**src/rtl/seq_chunk_adder_if.sv**
```systemverilog
// Request/result bundle for seq_chunk_adder: operands and mode in, handshake and result out.
interface seq_chunk_adder_if #(
    parameter int unsigned WIDTH = 32
);
    logic             start;
    logic [WIDTH-1:0] a;
    logic [WIDTH-1:0] b;
    logic             cin;
    logic             sub;
    logic             busy;
    logic             done;
    logic [WIDTH-1:0] z;
    logic             cout;
    logic             ovf;

    modport master (
        output start, a, b, cin, sub,
        input  busy, done, z, cout, ovf
    );

    modport slave (
        input  start, a, b, cin, sub,
        output busy, done, z, cout, ovf
    );
endinterface

```
**src/rtl/seq_chunk_adder.sv**
```systemverilog
// Multi-cycle WIDTH-bit adder/subtractor: one CHUNK-bit slice per clock, LSB slice first,
// with the inter-slice carry held in a register.
module seq_chunk_adder #(
    parameter int unsigned WIDTH = 32,
    parameter int unsigned CHUNK = 8
) (
    input  logic             clk,
    input  logic             reset,
    seq_chunk_adder_if.slave bus
);
    localparam int unsigned N      = WIDTH / CHUNK;
    localparam int unsigned KW     = (N > 1) ? $clog2(N) : 1;
    localparam logic [KW-1:0] K_LAST = KW'(N - 1);

    localparam logic [0:0] S_IDLE = 1'b0;
    localparam logic [0:0] S_RUN  = 1'b1;

    if (WIDTH % CHUNK != 0) begin : g_bad_chunk
        $error("seq_chunk_adder: WIDTH must be a multiple of CHUNK");
    end

    logic [0:0]       state_q, state_d;
    logic [KW-1:0]    k_q, k_d;
    logic [WIDTH-1:0] a_q, a_d;
    logic [WIDTH-1:0] beff_q, beff_d;
    logic             c_q, c_d;
    logic [WIDTH-1:0] sum_q, sum_d;
    logic             busy_q, busy_d;
    logic             done_q, done_d;
    logic [WIDTH-1:0] z_q, z_d;
    logic             cout_q, cout_d;
    logic             ovf_q, ovf_d;

    logic [CHUNK-1:0] a_sl, b_sl;
    logic [CHUNK:0]   chunk_res;

    always_comb begin
        state_d = state_q;
        k_d     = k_q;
        a_d     = a_q;
        beff_d  = beff_q;
        c_d     = c_q;
        sum_d   = sum_q;
        busy_d  = busy_q;
        done_d  = 1'b0;
        z_d     = z_q;
        cout_d  = cout_q;
        ovf_d   = ovf_q;

        // Slice select unrolled over constant offsets so every index is static.
        a_sl = '0;
        b_sl = '0;
        for (int unsigned i = 0; i < N; i++) begin
            if (k_q == KW'(i)) begin
                a_sl = a_q[i*CHUNK +: CHUNK];
                b_sl = beff_q[i*CHUNK +: CHUNK];
            end
        end
        chunk_res = {1'b0, a_sl} + {1'b0, b_sl} + {{CHUNK{1'b0}}, c_q};

        if (state_q == S_IDLE) begin
            if (bus.start) begin
                a_d     = bus.a;
                beff_d  = bus.sub ? ~bus.b : bus.b;
                c_d     = bus.sub | bus.cin;
                k_d     = '0;
                state_d = S_RUN;
                busy_d  = 1'b1;
            end
        end else begin
            c_d = chunk_res[CHUNK];
            for (int unsigned i = 0; i < N; i++) begin
                if (k_q == KW'(i)) begin
                    sum_d[i*CHUNK +: CHUNK] = chunk_res[CHUNK-1:0];
                end
            end
            if (k_q == K_LAST) begin
                state_d = S_IDLE;
                busy_d  = 1'b0;
                done_d  = 1'b1;
                z_d     = sum_d;
                cout_d  = chunk_res[CHUNK];
                ovf_d   = (a_q[WIDTH-1] == beff_q[WIDTH-1]) && (sum_d[WIDTH-1] != a_q[WIDTH-1]);
            end else begin
                k_d = k_q + KW'(1);
            end
        end
    end

    always_ff @(posedge clk) begin
        if (reset) begin
            state_q <= S_IDLE;
            k_q     <= '0;
            a_q     <= '0;
            beff_q  <= '0;
            c_q     <= 1'b0;
            sum_q   <= '0;
            busy_q  <= 1'b0;
            done_q  <= 1'b0;
            z_q     <= '0;
            cout_q  <= 1'b0;
            ovf_q   <= 1'b0;
        end else begin
            state_q <= state_d;
            k_q     <= k_d;
            a_q     <= a_d;
            beff_q  <= beff_d;
            c_q     <= c_d;
            sum_q   <= sum_d;
            busy_q  <= busy_d;
            done_q  <= done_d;
            z_q     <= z_d;
            cout_q  <= cout_d;
            ovf_q   <= ovf_d;
        end
    end

    assign bus.busy = busy_q;
    assign bus.done = done_q;
    assign bus.z    = z_q;
    assign bus.cout = cout_q;
    assign bus.ovf  = ovf_q;
endmodule

```
**src/flat_wrapper.sv**
```systemverilog
// flat-port wrapper written by rule: the top's interface ports become plain ports
module seq_chunk_adder_flat 
#(
    parameter int unsigned WIDTH = 32,
    parameter int unsigned CHUNK = 8
)
  (clk, reset, bus_start, bus_a, bus_b, bus_cin, bus_sub, bus_busy, bus_done, bus_z, bus_cout, bus_ovf);
  seq_chunk_adder_if #(.WIDTH(WIDTH)) bus_i ();
  input  logic clk;
  input  logic reset;
  input wire logic [$bits(bus_i.start)-1:0] bus_start;
  input wire logic [$bits(bus_i.a)-1:0] bus_a;
  input wire logic [$bits(bus_i.b)-1:0] bus_b;
  input wire logic [$bits(bus_i.cin)-1:0] bus_cin;
  input wire logic [$bits(bus_i.sub)-1:0] bus_sub;
  output wire logic [$bits(bus_i.busy)-1:0] bus_busy;
  output wire logic [$bits(bus_i.done)-1:0] bus_done;
  output wire logic [$bits(bus_i.z)-1:0] bus_z;
  output wire logic [$bits(bus_i.cout)-1:0] bus_cout;
  output wire logic [$bits(bus_i.ovf)-1:0] bus_ovf;
  assign bus_i.start = bus_start;
  assign bus_i.a = bus_a;
  assign bus_i.b = bus_b;
  assign bus_i.cin = bus_cin;
  assign bus_i.sub = bus_sub;
  assign bus_busy = bus_i.busy;
  assign bus_done = bus_i.done;
  assign bus_z = bus_i.z;
  assign bus_cout = bus_i.cout;
  assign bus_ovf = bus_i.ovf;
  seq_chunk_adder #(.WIDTH(WIDTH), .CHUNK(CHUNK)) u_core (.clk(clk), .reset(reset), .bus(bus_i));
endmodule
```
**config.mk**
```make
export PLATFORM = sky130hd
export DESIGN_NAME = seq_chunk_adder_flat
export DESIGN_NICKNAME = d
export VERILOG_FILES = /design/src/rtl/seq_chunk_adder_if.sv /design/src/rtl/seq_chunk_adder.sv /design/src/flat_wrapper.sv
export SDC_FILE = /design/constraint.sdc
export NUM_CORES = 1
export LEC_CHECK = 0
export CAP_MARGIN = 20
export CORE_AREA = 2 2 112 114
export DETAILED_ROUTE_END_ITERATION = 8
export DIE_AREA = 0 0 114 116
export GPL_TIMING_DRIVEN = 0
export PLACE_DENSITY = 0.75
export SLEW_MARGIN = 25
export SYNTH_ARGS = -nofsm -noshare
export SYNTH_HDL_FRONTEND = slang
export SYNTH_SLANG_ARGS = --single-unit
```
**constraint.sdc**
```tcl
create_clock -name clk -period 4.1 [get_ports clk]
set_input_delay 0.41 -clock clk [delete_from_list [all_inputs] [get_ports clk]]
set_output_delay 0.41 -clock clk [all_outputs]
set_load 0.01 [all_outputs]
```
==> impl_summary.log, run 1 <==
[metrics] status: complete, no violations
[metrics] share of total power in combinational logic: 0.153
[metrics] total of max-cap violations: 0
[metrics] category of the critical setup timing path: flop to flop
[metrics] total count of max-transition violations in the final report: 0
[metrics] final routed wirelength across all metal layers: 17.1 mm
[metrics] top flip-flop cell by instance count after synthesis: sky130_fd_sc_hd__dfxtp_1
[metrics] CTS root buffer: sky130_fd_sc_hd__clkbuf_16
[metrics] Placer Congestion: 0.929
[metrics] count of nets left with antenna violations after detail routing: 0
[metrics] tightest slew margin relative to the limit: 0.492
[metrics] number of warning messages in the yosys log: 0
[metrics] routed len/inst: 16.6 um
[metrics] Final setup violation count: 0
[metrics] Setup TNS: 0 ns
[metrics] count of different cell masters after synthesis: 38
[metrics] required arrival time at the worst endpoint: 4.43 ns
[metrics] ratio of final minimum period to clock period: 0.940
[metrics] global-route wire length before repair: 27.0 mm
[metrics] clock latency of the later-clocked register in the worst-skew pair: 0.42 ns
[metrics] DR iter-0 viols: 470
[metrics] top cells by area, synth: sky130_fd_sc_hd__dfxtp_1, sky130_fd_sc_hd__nand2_1, sky130_fd_sc_hd__a21oi_1
[metrics] share of total power in the clock network: 0.437
[metrics] setup slack on the worst flop-to-flop path: 0.25 ns
[metrics] internal power summed over all cells: 2.42 mW
[metrics] critical path data arrival time: 4.18 ns
[metrics] Worst Reg2Reg Path Length in Cells: 16
[metrics] # H-tree levels: 4
[metrics] total area of multi-input combinational cells: 0.00304 sq mm
[metrics] total congestion overflow: 0
[metrics] slew at the pin closest to its max-slew limit: 0.762 ns
[metrics] crit path capture type: flop
[metrics] cell depth of the worst min-delay path: 2
[metrics] time the final worst path needs with I/O delays and setup: 3.85 ns
[metrics] number of storage elements in the synthesis netlist: 128
[metrics] overall die width: 114 um
[metrics] Post-synth EDFFs: 0
[metrics] worst hold-check path type: flop to flop
[metrics] antenna violations before repair: 0
[metrics] total iterations of the first detailed-routing run: 5
[metrics] die span in y: 116 um
[metrics] number of clock sinks: 128
[metrics] hold bufs inserted after CTS: 0
[metrics] IO Count: 105
[metrics] CTS tree: yes
[metrics] Clock Skew: 0.00569 ns
[metrics] P per Cell Area: 424 mW/mm^2
[metrics] Slowest cell on crit path: sky130_fd_sc_hd__fa_1
[metrics] maximum buffer depth of the clock tree: 2
[metrics] area share of the largest cell type after synthesis: 0.436
[metrics] Std-Cell Rows: 40
[metrics] Placeable Area: 0.0119 sq mm
[metrics] total nets after synthesis: 831
[metrics] portion of the post-synthesis area used by sequential elements: 0.436
[metrics] number of input and output port buffers inserted: 102
[metrics] number of global-route vias before repair: 5606
[metrics] maximum clock rate: 259 MHz
[metrics] Residual DRC: 0
[metrics] HPWL after detailed placement: 12.7 mm
[metrics] Fin. Hold Viols: 0
[metrics] initial core utilization: 0.494
[metrics] async set-or-reset flop fraction in the synthesized netlist: 0
[metrics] via density per instance: 5.58
[metrics] delay of the slowest cell on the worst path: 0.42 ns
[metrics] Psw: 0.857 mW
[metrics] most used cells in the layout excluding fill and tap cells: sky130_fd_sc_hd__nand2_1, sky130_fd_sc_hd__dfxtp_1, sky130_fd_sc_hd__a21oi_1
[metrics] combined area of all synthesized cells: 0.00588 sq mm
[metrics] share of post-route cells with drive strength above 1: 0.0566
[metrics] clock buffer count from CTS: 17
[metrics] worst-path cell chain: inv_1, ha_1, buf_2, buf_2, a21oi_1, nor2_1, a21oi_2, fa_1, inv_1, fa_1, a211o_1, a211o_1, a221oi_4, buf_12, mux2i_1, a211oi_1
[metrics] total global routing track utilization: 0.264
[metrics] Sequential Area: 0.00256 sq mm
[metrics] unrepaired setup endpoints after global routing: no
[metrics] total die area: 0.0132 sq mm
[metrics] nets@finish: 955
[metrics] P_leak: 2.72 nW
[metrics] largest fanout on the critical path: 10
[metrics] Flop pwr share: 0.410
[metrics] synthesized instance count: 749
[metrics] largest net degree at the start of global routing: 17
[metrics] Avg Inst Size Synth: 7.85 sq um
[metrics] cell type with the largest total area after synthesis: sky130_fd_sc_hd__dfxtp_1
[metrics] antenna diode instance count: 0
[metrics] total via count in the routed design: 5744
[metrics] filler instances: 1038
[metrics] launching element type of the critical path: flop
[metrics] Reg clk slew, reported paths: 0.05 ns
[metrics] most common cell after layout, fill and taps aside: sky130_fd_sc_hd__nand2_1
[metrics] Layout area overhead: 31.4%
[metrics] Switching Fraction: 0.262
[metrics] hold_ws: 0.456 ns
[metrics] maximum vdd drop: 0.262 mV
## stage by stage
stage	area (sq um)	instances	utilization	power (mW)	setup slack, ns
after CTS	7670	1029	0.644	3.26	0.00951
final	7730	1030	0.649	3.28	0.246
after floorplan	5880	749	-	1.66	0.480
after detailed placement	7090	998	0.595	1.84	-0.369
after global routing	7730	1030	0.649	3.38	0.0478
after global placement	7090	998	0.595	1.83	-0.235
## critical path: cells and delay by family, from the launching register on
family | cells | cell delay [ns]
AO/OA/AOI/OAI | 6 | 1.59
AND/OR/NAND/NOR | 1 | 0.07
flip-flops | 1 | 0.41
multiplexers | 1 | 0.07
buffers and inverters | 5 | 0.75
adder cells (fa/ha/maj) | 3 | 0.85
## cell families (layout without fill, tap and decap cells)
kind of cell | after synthesis | count (layout) | share of synthesized area
XOR/XNOR | 34 | 34 | 0.0506
adder cells (fa/ha/maj) | 13 | 13 | 0.0302
flip-flops | 128 | 128 | 0.436
AO/OA/AOI/OAI | 213 | 213 | 0.220
buffers and inverters | 79 | 213 | 0.0510
multiplexers | 10 | 10 | 0.0172
AND/OR/NAND/NOR | 272 | 272 | 0.195
## what timing repair did
action	in CTS	in global routing
resized for setup	2	16
buffers inserted	2	3
setup endpoints to repair	13	33
pin swaps	2	1
## sequential cells by signal, summed over array words and instances (netlist names)
register / cells
u_core.bus.done: 1
u_core.bus.ovf: 1
u_core.state_q: 1
u_core.a_q: 32
u_core.k_q: 2
u_core.c_q: 1
u_core.bus.busy: 1
u_core.beff_q: 32
u_core.bus.cout: 1
u_core.sum_q: 24
u_core.bus.z: 32
## cells in the mapped netlist, drive strengths merged, types with 4 or more instances
cell type  number
buf             9
nand3b         16
o21ai          25
nand3          12
ha             11
clkbuf         56
o21a            5
nand2b          4
nor3           14
a31oi           9
dfxtp         128
a21oi         106
xnor2          34
and2            4
nor2           73
a211oi         52
mux2i           9
nand2         144
o211ai          4
inv            14
## power groups by stage
stage	Clock (mW)	Combinational [mW]	Sequential, mW
final	1.43	0.503	1.34
after global routing	1.48	0.548	1.35
after CTS	1.43	0.491	1.34
after detailed placement	0	0.477	1.37
after global placement	0	0.464	1.36
after floorplan	0	0.305	1.36
## path summary, 6_finish.rpt
path                                startpoint                to
worst max-delay path             u_core.k_q[0]  u_core.bus.z[22]
worst min-delay path            u_core.a_q[10]    u_core.a_q[10]
worst max register to register   u_core.k_q[0]  u_core.bus.z[22]
worst min register to register  u_core.a_q[10]    u_core.a_q[10]
## per-layer routing
metal  vias to the layer above  global-route usage  wire length, um
met1                      2693               0.302             6980
met4                         0               0.107              448
met3                        36              0.0544             1160
met2                       210               0.483             8560
met5                         -                   0                0
li1                       2805                   -                -
## layout make-up
class / instances / area share
Multi-Input combinational cell: 542 / 0.394
Sequential cell: 128 / 0.331
Timing Repair Buffer: 107 / 0.140
Clock buffer: 24 / 0.0649
Buffer: 63 / 0.0324
Tap cell: 147 / 0.0238
Clock inverter: 5 / 0.00712
Inverter: 14 / 0.00680
(Power assumes the default switching activity.)
==> inputs of run 2 (changes only) <==
--- a/config.mk
+++ b/config.mk
@@ -6,9 +6,9 @@
 export NUM_CORES = 1
 export LEC_CHECK = 0
 export CAP_MARGIN = 20
-export CORE_AREA = 2 2 112 114
+export CORE_AREA = 5 5 115 117
 export DETAILED_ROUTE_END_ITERATION = 8
-export DIE_AREA = 0 0 114 116
+export DIE_AREA = 0 0 120 122
 export GPL_TIMING_DRIVEN = 0
 export PLACE_DENSITY = 0.75
 export SLEW_MARGIN = 25
==> impl_summary.log, run 2 (synthesized netlist as in run 1, its figures left out) <==
[metrics] worst-path cell chain: inv_1, ha_1, clkbuf_1, nand3b_1, a21oi_1, a21oi_1, o21ai_0, ha_1, a21oi_1, nand2b_1, o211ai_1, buf_4, a221oi_1, nor4_1
[metrics] Layout area overhead: 31.0%
[metrics] P per Cell Area: 427 mW/mm^2
[metrics] final routed wirelength across all metal layers: 16.6 mm
[metrics] Reg clk slew, reported paths: 0.06 ns
[metrics] number of clock sinks: 128
[metrics] HPWL after detailed placement: 12.1 mm
[metrics] maximum vdd drop: 0.208 mV
[metrics] total global routing track utilization: 0.229
[metrics] category of the critical setup timing path: flop to flop
[metrics] worst hold-check path type: flop to flop
[metrics] Fin. Hold Viols: 0
[metrics] placed cells: 1001
[metrics] number of global-route vias before repair: 5171
[metrics] largest fanout on the critical path: 13
[metrics] required arrival time at the worst endpoint: 4.42 ns
[metrics] non-filler instance count after layout: 1034
[metrics] die span in y: 122 um
[metrics] maximum buffer depth of the clock tree: 2
[metrics] hold_ws: 0.452 ns
[metrics] antenna diode instance count: 0
[metrics] maximum clock rate: 260 MHz
[metrics] most common cell after layout, fill and taps aside: sky130_fd_sc_hd__nand2_1
[metrics] total via count in the routed design: 5534
[metrics] Placer Congestion: 0.888
[metrics] largest net degree at the start of global routing: 17
[metrics] clock buffer count from CTS: 17
[metrics] setup slack on the worst flop-to-flop path: 0.25 ns
[metrics] nets@finish: 953
[metrics] clock latency of the later-clocked register in the worst-skew pair: 0.41 ns
[metrics] Final setup violation count: 0
[metrics] most used cells in the layout excluding fill and tap cells: sky130_fd_sc_hd__nand2_1, sky130_fd_sc_hd__dfxtp_1, sky130_fd_sc_hd__a21oi_1
[metrics] total die area: 0.0146 sq mm
[metrics] total congestion overflow: 0
[metrics] Slowest cell on crit path: sky130_fd_sc_hd__clkbuf_1
[metrics] instance area at placement: 0.00709 sq mm
[metrics] total count of max-transition violations in the final report: 0
[metrics] delay of the slowest cell on the worst path: 0.55 ns
[metrics] routed len/inst: 16.0 um
[metrics] ratio of final minimum period to clock period: 0.939
[metrics] unrepaired setup endpoints after global routing: no
[metrics] hold bufs inserted after CTS: 0
[metrics] IO Count: 105
[metrics] Std-Cell Rows: 41
[metrics] crit path capture type: flop
[metrics] total of max-cap violations: 0
[metrics] P_leak: 2.71 nW
[metrics] critical path data arrival time: 4.17 ns
[metrics] Placeable Area: 0.0123 sq mm
[metrics] share of post-route cells with drive strength above 1: 0.0566
[metrics] Residual DRC: 0
[metrics] antenna violations before repair: 0
[metrics] slew at the pin closest to its max-slew limit: 0.752 ns
[metrics] # H-tree levels: 4
[metrics] launching element type of the critical path: flop
[metrics] total iterations of the first detailed-routing run: 7
[metrics] count of nets left with antenna violations after detail routing: 0
[metrics] time the final worst path needs with I/O delays and setup: 3.85 ns
[metrics] status: complete, no violations
[metrics] DR iter-0 viols: 529
[metrics] worst path buffer plus inverter count: 3
[metrics] CTS tree: yes
[metrics] CTS root buffer: sky130_fd_sc_hd__clkbuf_16
[metrics] overall die width: 120 um
[metrics] via density per instance: 5.35
[metrics] initial core utilization: 0.480
[metrics] dominant cell type by count on the critical path: sky130_fd_sc_hd__a21oi_1
[metrics] post-route design area: 0.00770 sq mm
[metrics] number of input and output port buffers inserted: 102
[metrics] global-route wire length before repair: 26.5 mm
[metrics] Worst path top cell family by delay: compound AO/OA/AOI/OAI gates
[metrics] tightest slew margin relative to the limit: 0.498
[metrics] Clock Skew: 0.00792 ns
run 2: changes by cell type in the layout (fill, tap and decap cells not counted), sizes merged:
cell,before,now
clkbuf,76,70
clkinvlp,2,3
buf,16,14
inv,14,15
clkinv,2,8
bufinv,1,2
run 2: final cells by class:
type                    count  area [sq um]
multi-input cells         542          3040
inverters                  14          52.6
flip-flops and latches    128          2560
plain buffers              63           250
clock buffers              18           429
clock inverters            14           143
repair buffers            105          1040
well taps                 150           188
fillers                  1117          4560
run 2: final timing paths:
kind                    from         endpoint  cells past startpoint
max            u_core.k_q[0]   u_core.bus.ovf                     14
min          u_core.bus.z[8]  u_core.bus.z[8]                      2
max reg2reg    u_core.k_q[0]   u_core.bus.ovf                     14
min reg2reg  u_core.bus.z[8]  u_core.bus.z[8]                      2
run 2: timing repair:
| action | CTS | global route |
|---|---|---|
| pin swaps | 2 | 1 |
| buffers inserted | 2 | 1 |
| endpoints found under the setup margin | 14 | 19 |
| gates resized for setup | 4 | 10 |
run 2: per-stage QoR:
stage,TNS [ns],utilization,setup slack (ns),power (mW)
after floorplan,0,-,0.480,1.66
after global placement,-2.33,0.578,-0.370,1.83
after detailed placement,-2.21,0.578,-0.359,1.84
after CTS,0,0.627,0.0105,3.28
after global routing,0,0.628,0.000211,3.41
final,0,0.628,0.249,3.29
run 2: worst reg2reg max path: cells and delay by family (launching register included):
kind / cells / cell delay, ns
simple gates: 3 / 0.52
buf+inv: 3 / 0.87
flops: 1 / 0.35
compound gates: 6 / 1.19
fa+ha+maj: 2 / 0.83
run 2: per-layer routing:
metal	global-route usage	vias up	part of all wire
li1	-	2803	-
met1	0.298	2506	0.45
met2	0.375	201	0.47
met3	0.0539	24	0.068
met4	0.0802	0	0.018
met5	0	-	0
run 2: report_power, final:
| group | switching, mW | internal (mW) |
|---|---|---|
| sequential | 0.0339 | 1.31 |
| combinational | 0.286 | 0.206 |
| clock | 0.567 | 0.892 |
| total | 0.886 | 2.40 |
==> inputs of run 3 (changes only) <==
--- a/config.mk
+++ b/config.mk
@@ -6,11 +6,12 @@
 export NUM_CORES = 1
 export LEC_CHECK = 0
 export CAP_MARGIN = 20
-export CORE_AREA = 5 5 115 117
+export CORE_AREA = 5 5 132 102
 export DETAILED_ROUTE_END_ITERATION = 8
-export DIE_AREA = 0 0 120 122
+export DIE_AREA = 0 0 137 107
 export GPL_TIMING_DRIVEN = 0
-export PLACE_DENSITY = 0.75
+export MAX_ROUTING_LAYER = met4
+export PLACE_DENSITY = 0.76
 export SLEW_MARGIN = 25
 export SYNTH_ARGS = -nofsm -noshare
 export SYNTH_HDL_FRONTEND = slang
==> impl_summary.log, run 3 (synthesized netlist as in run 1, its figures left out) <==
[metrics] category of the critical setup timing path: flop to flop
[metrics] total count of max-transition violations in the final report: 0
[metrics] via density per instance: 5.53
[metrics] Worst path top cell family by delay: compound AO/OA/AOI/OAI gates
[metrics] nets@finish: 956
[metrics] overall die width: 137 um
[metrics] Reg clk slew, reported paths: 0.06 ns
[metrics] count of nets left with antenna violations after detail routing: 0
[metrics] die span in y: 107 um
[metrics] number of input and output port buffers inserted: 102
[metrics] antenna diode instance count: 0
[metrics] DR iter-0 viols: 440
[metrics] most used cells in the layout excluding fill and tap cells: sky130_fd_sc_hd__nand2_1, sky130_fd_sc_hd__dfxtp_1, sky130_fd_sc_hd__a21oi_1
[metrics] Final setup violation count: 0
[metrics] post-layout total power: 3.33 mW
[metrics] # H-tree levels: 4
[metrics] maximum clock rate: 258 MHz
[metrics] Fin. Hold Viols: 0
[metrics] Slowest cell on crit path: sky130_fd_sc_hd__fa_1
[metrics] worst-path cell chain: inv_1, ha_1, clkbuf_1, nand3b_1, a21oi_1, a21oi_1, nor2_1, a21oi_2, fa_1, inv_1, fa_1, a211o_1, a211o_1, a221oi_4, buf_12, mux2i_1, a211oi_1
[metrics] worst hold-check path type: flop to flop
[metrics] IO Count: 105
[metrics] most common cell after layout, fill and taps aside: sky130_fd_sc_hd__nand2_1
[metrics] ratio of final minimum period to clock period: 0.945
[metrics] Worst Setup Slack post-DPL: -0.426 ns
[metrics] tightest slew margin relative to the limit: 0.499
[metrics] routed len/inst: 17.0 um
[metrics] number of clock sinks: 128
[metrics] final routed wirelength across all metal layers: 17.9 mm
[metrics] worst path buffer plus inverter count: 4
[metrics] initial core utilization: 0.489
[metrics] final critical-path setup slack: 0.227 ns
[metrics] post-route core utilization: 0.645
[metrics] maximum vdd drop: 0.339 mV
[metrics] total via count in the routed design: 5813
[metrics] clock buffer count from CTS: 17
[metrics] antenna violations before repair: 0
[metrics] total die area: 0.0147 sq mm
[metrics] total global routing track utilization: 0.255
[metrics] launching element type of the critical path: flop
[metrics] Residual DRC: 0
[metrics] CTS tree: yes
[metrics] Setup TNS: 0 ns
[metrics] hold bufs inserted after CTS: 0
[metrics] delay of the slowest cell on the worst path: 0.42 ns
[metrics] critical path data arrival time: 4.20 ns
[metrics] clock latency of the later-clocked register in the worst-skew pair: 0.42 ns
[metrics] Std-Cell Rows: 35
[metrics] CTS root buffer: sky130_fd_sc_hd__clkbuf_16
[metrics] largest fanout on the critical path: 10
[metrics] filler instances: 1024
[metrics] HPWL after detailed placement: 13.7 mm
[metrics] P_leak: 2.74 nW
[metrics] Clock Skew: 0.00994 ns
[metrics] number of global-route vias before repair: 5558
[metrics] total congestion overflow: 0
[metrics] status: complete, no violations
[metrics] slew at the pin closest to its max-slew limit: 0.747 ns
[metrics] Placer Congestion: 0.907
[metrics] maximum buffer depth of the clock tree: 2
[metrics] largest net degree at the start of global routing: 17
[metrics] Placeable Area: 0.0120 sq mm
[metrics] share of post-route cells with drive strength above 1: 0.0564
[metrics] global-route wire length before repair: 28.3 mm
[metrics] Layout area overhead: 32.0%
[metrics] non-filler instance count after layout: 1052
[metrics] total of max-cap violations: 0
[metrics] placed cells: 1017
[metrics] required arrival time at the worst endpoint: 4.42 ns
[metrics] P per Cell Area: 428 mW/mm^2
[metrics] unrepaired setup endpoints after global routing: yes
[metrics] crit path capture type: flop
[metrics] total iterations of the first detailed-routing run: 5
[metrics] time the final worst path needs with I/O delays and setup: 3.87 ns
## run 3: cell types whose count changed in the layout (fill, tap and decap cells not counted), moves of 2 or more
cell	before	now
sky130_fd_sc_hd__clkbuf_1	52	55
sky130_fd_sc_hd__clkbuf_4	0	2
sky130_fd_sc_hd__clkbuf_8	0	4
sky130_fd_sc_hd__clkinv_4	3	0
sky130_fd_sc_hd__clkinvlp_4	3	0
## run 3: metrics by stage
stage	cell area [sq um]	hold slack [ns]
global placement	7110	0.442
floorplan	5880	0.436
global route	7770	0.475
CTS	7730	0.454
detailed placement	7110	0.446
finish	7770	0.453
## run 3: path summary, 6_finish.rpt
path | startpoint | endpoint | slack [ns] | cells after the start
worst min-delay path | u_core.sum_q[13] | u_core.sum_q[13] | 0.45 | 2
worst max register to register | u_core.k_q[0] | u_core.bus.z[22] | 0.23 | 17
worst min register to register | u_core.sum_q[13] | u_core.sum_q[13] | 0.45 | 2
worst max-delay path | u_core.k_q[0] | u_core.bus.z[22] | 0.23 | 17
## run 3: worst min-delay path, cell delays in order, from the launching register on
cell and delay (ns):
sky130_fd_sc_hd__dfxtp_1 0.31, sky130_fd_sc_hd__nand2_1 0.05, sky130_fd_sc_hd__a21oi_1 0.05
## run 3: area by class of cell
| type | instances | area (sq um) | area share |
|---|---|---|---|
| multi-input cells | 542 | 3040 | 0.392 |
| flip-flops and latches | 128 | 2560 | 0.330 |
| repair buffers | 106 | 1060 | 0.137 |
| clock buffers | 25 | 495 | 0.0638 |
| plain buffers | 65 | 263 | 0.0338 |
| well taps | 166 | 208 | 0.0267 |
| clock inverters | 6 | 80.1 | 0.0103 |
| inverters | 14 | 52.6 | 0.00677 |
## run 3: per-layer routing
| layer | vias up | share of wire | track usage |
|---|---|---|---|
| li1 | 2823 | - | - |
| met1 | 2750 | 0.46 | 0.345 |
| met2 | 208 | 0.45 | 0.387 |
| met3 | 32 | 0.074 | 0.0511 |
| met4 | 0 | 0.021 | 0.0776 |
| met5 | - | 0 | - |
## run 3: power by group
part           internal (mW)  total, mW  switching [mW]
logic                  0.213      0.512           0.299
clock network          0.951       1.47           0.520
registers               1.31       1.34          0.0375
## run 3: timing repair
item | in CTS | in global routing
buffers inserted | 3 | 1
resized for setup | 4 | 17
pin swaps | 2 | 1
endpoints found under the setup margin | 20 | 20
gates cloned | 0 | 0
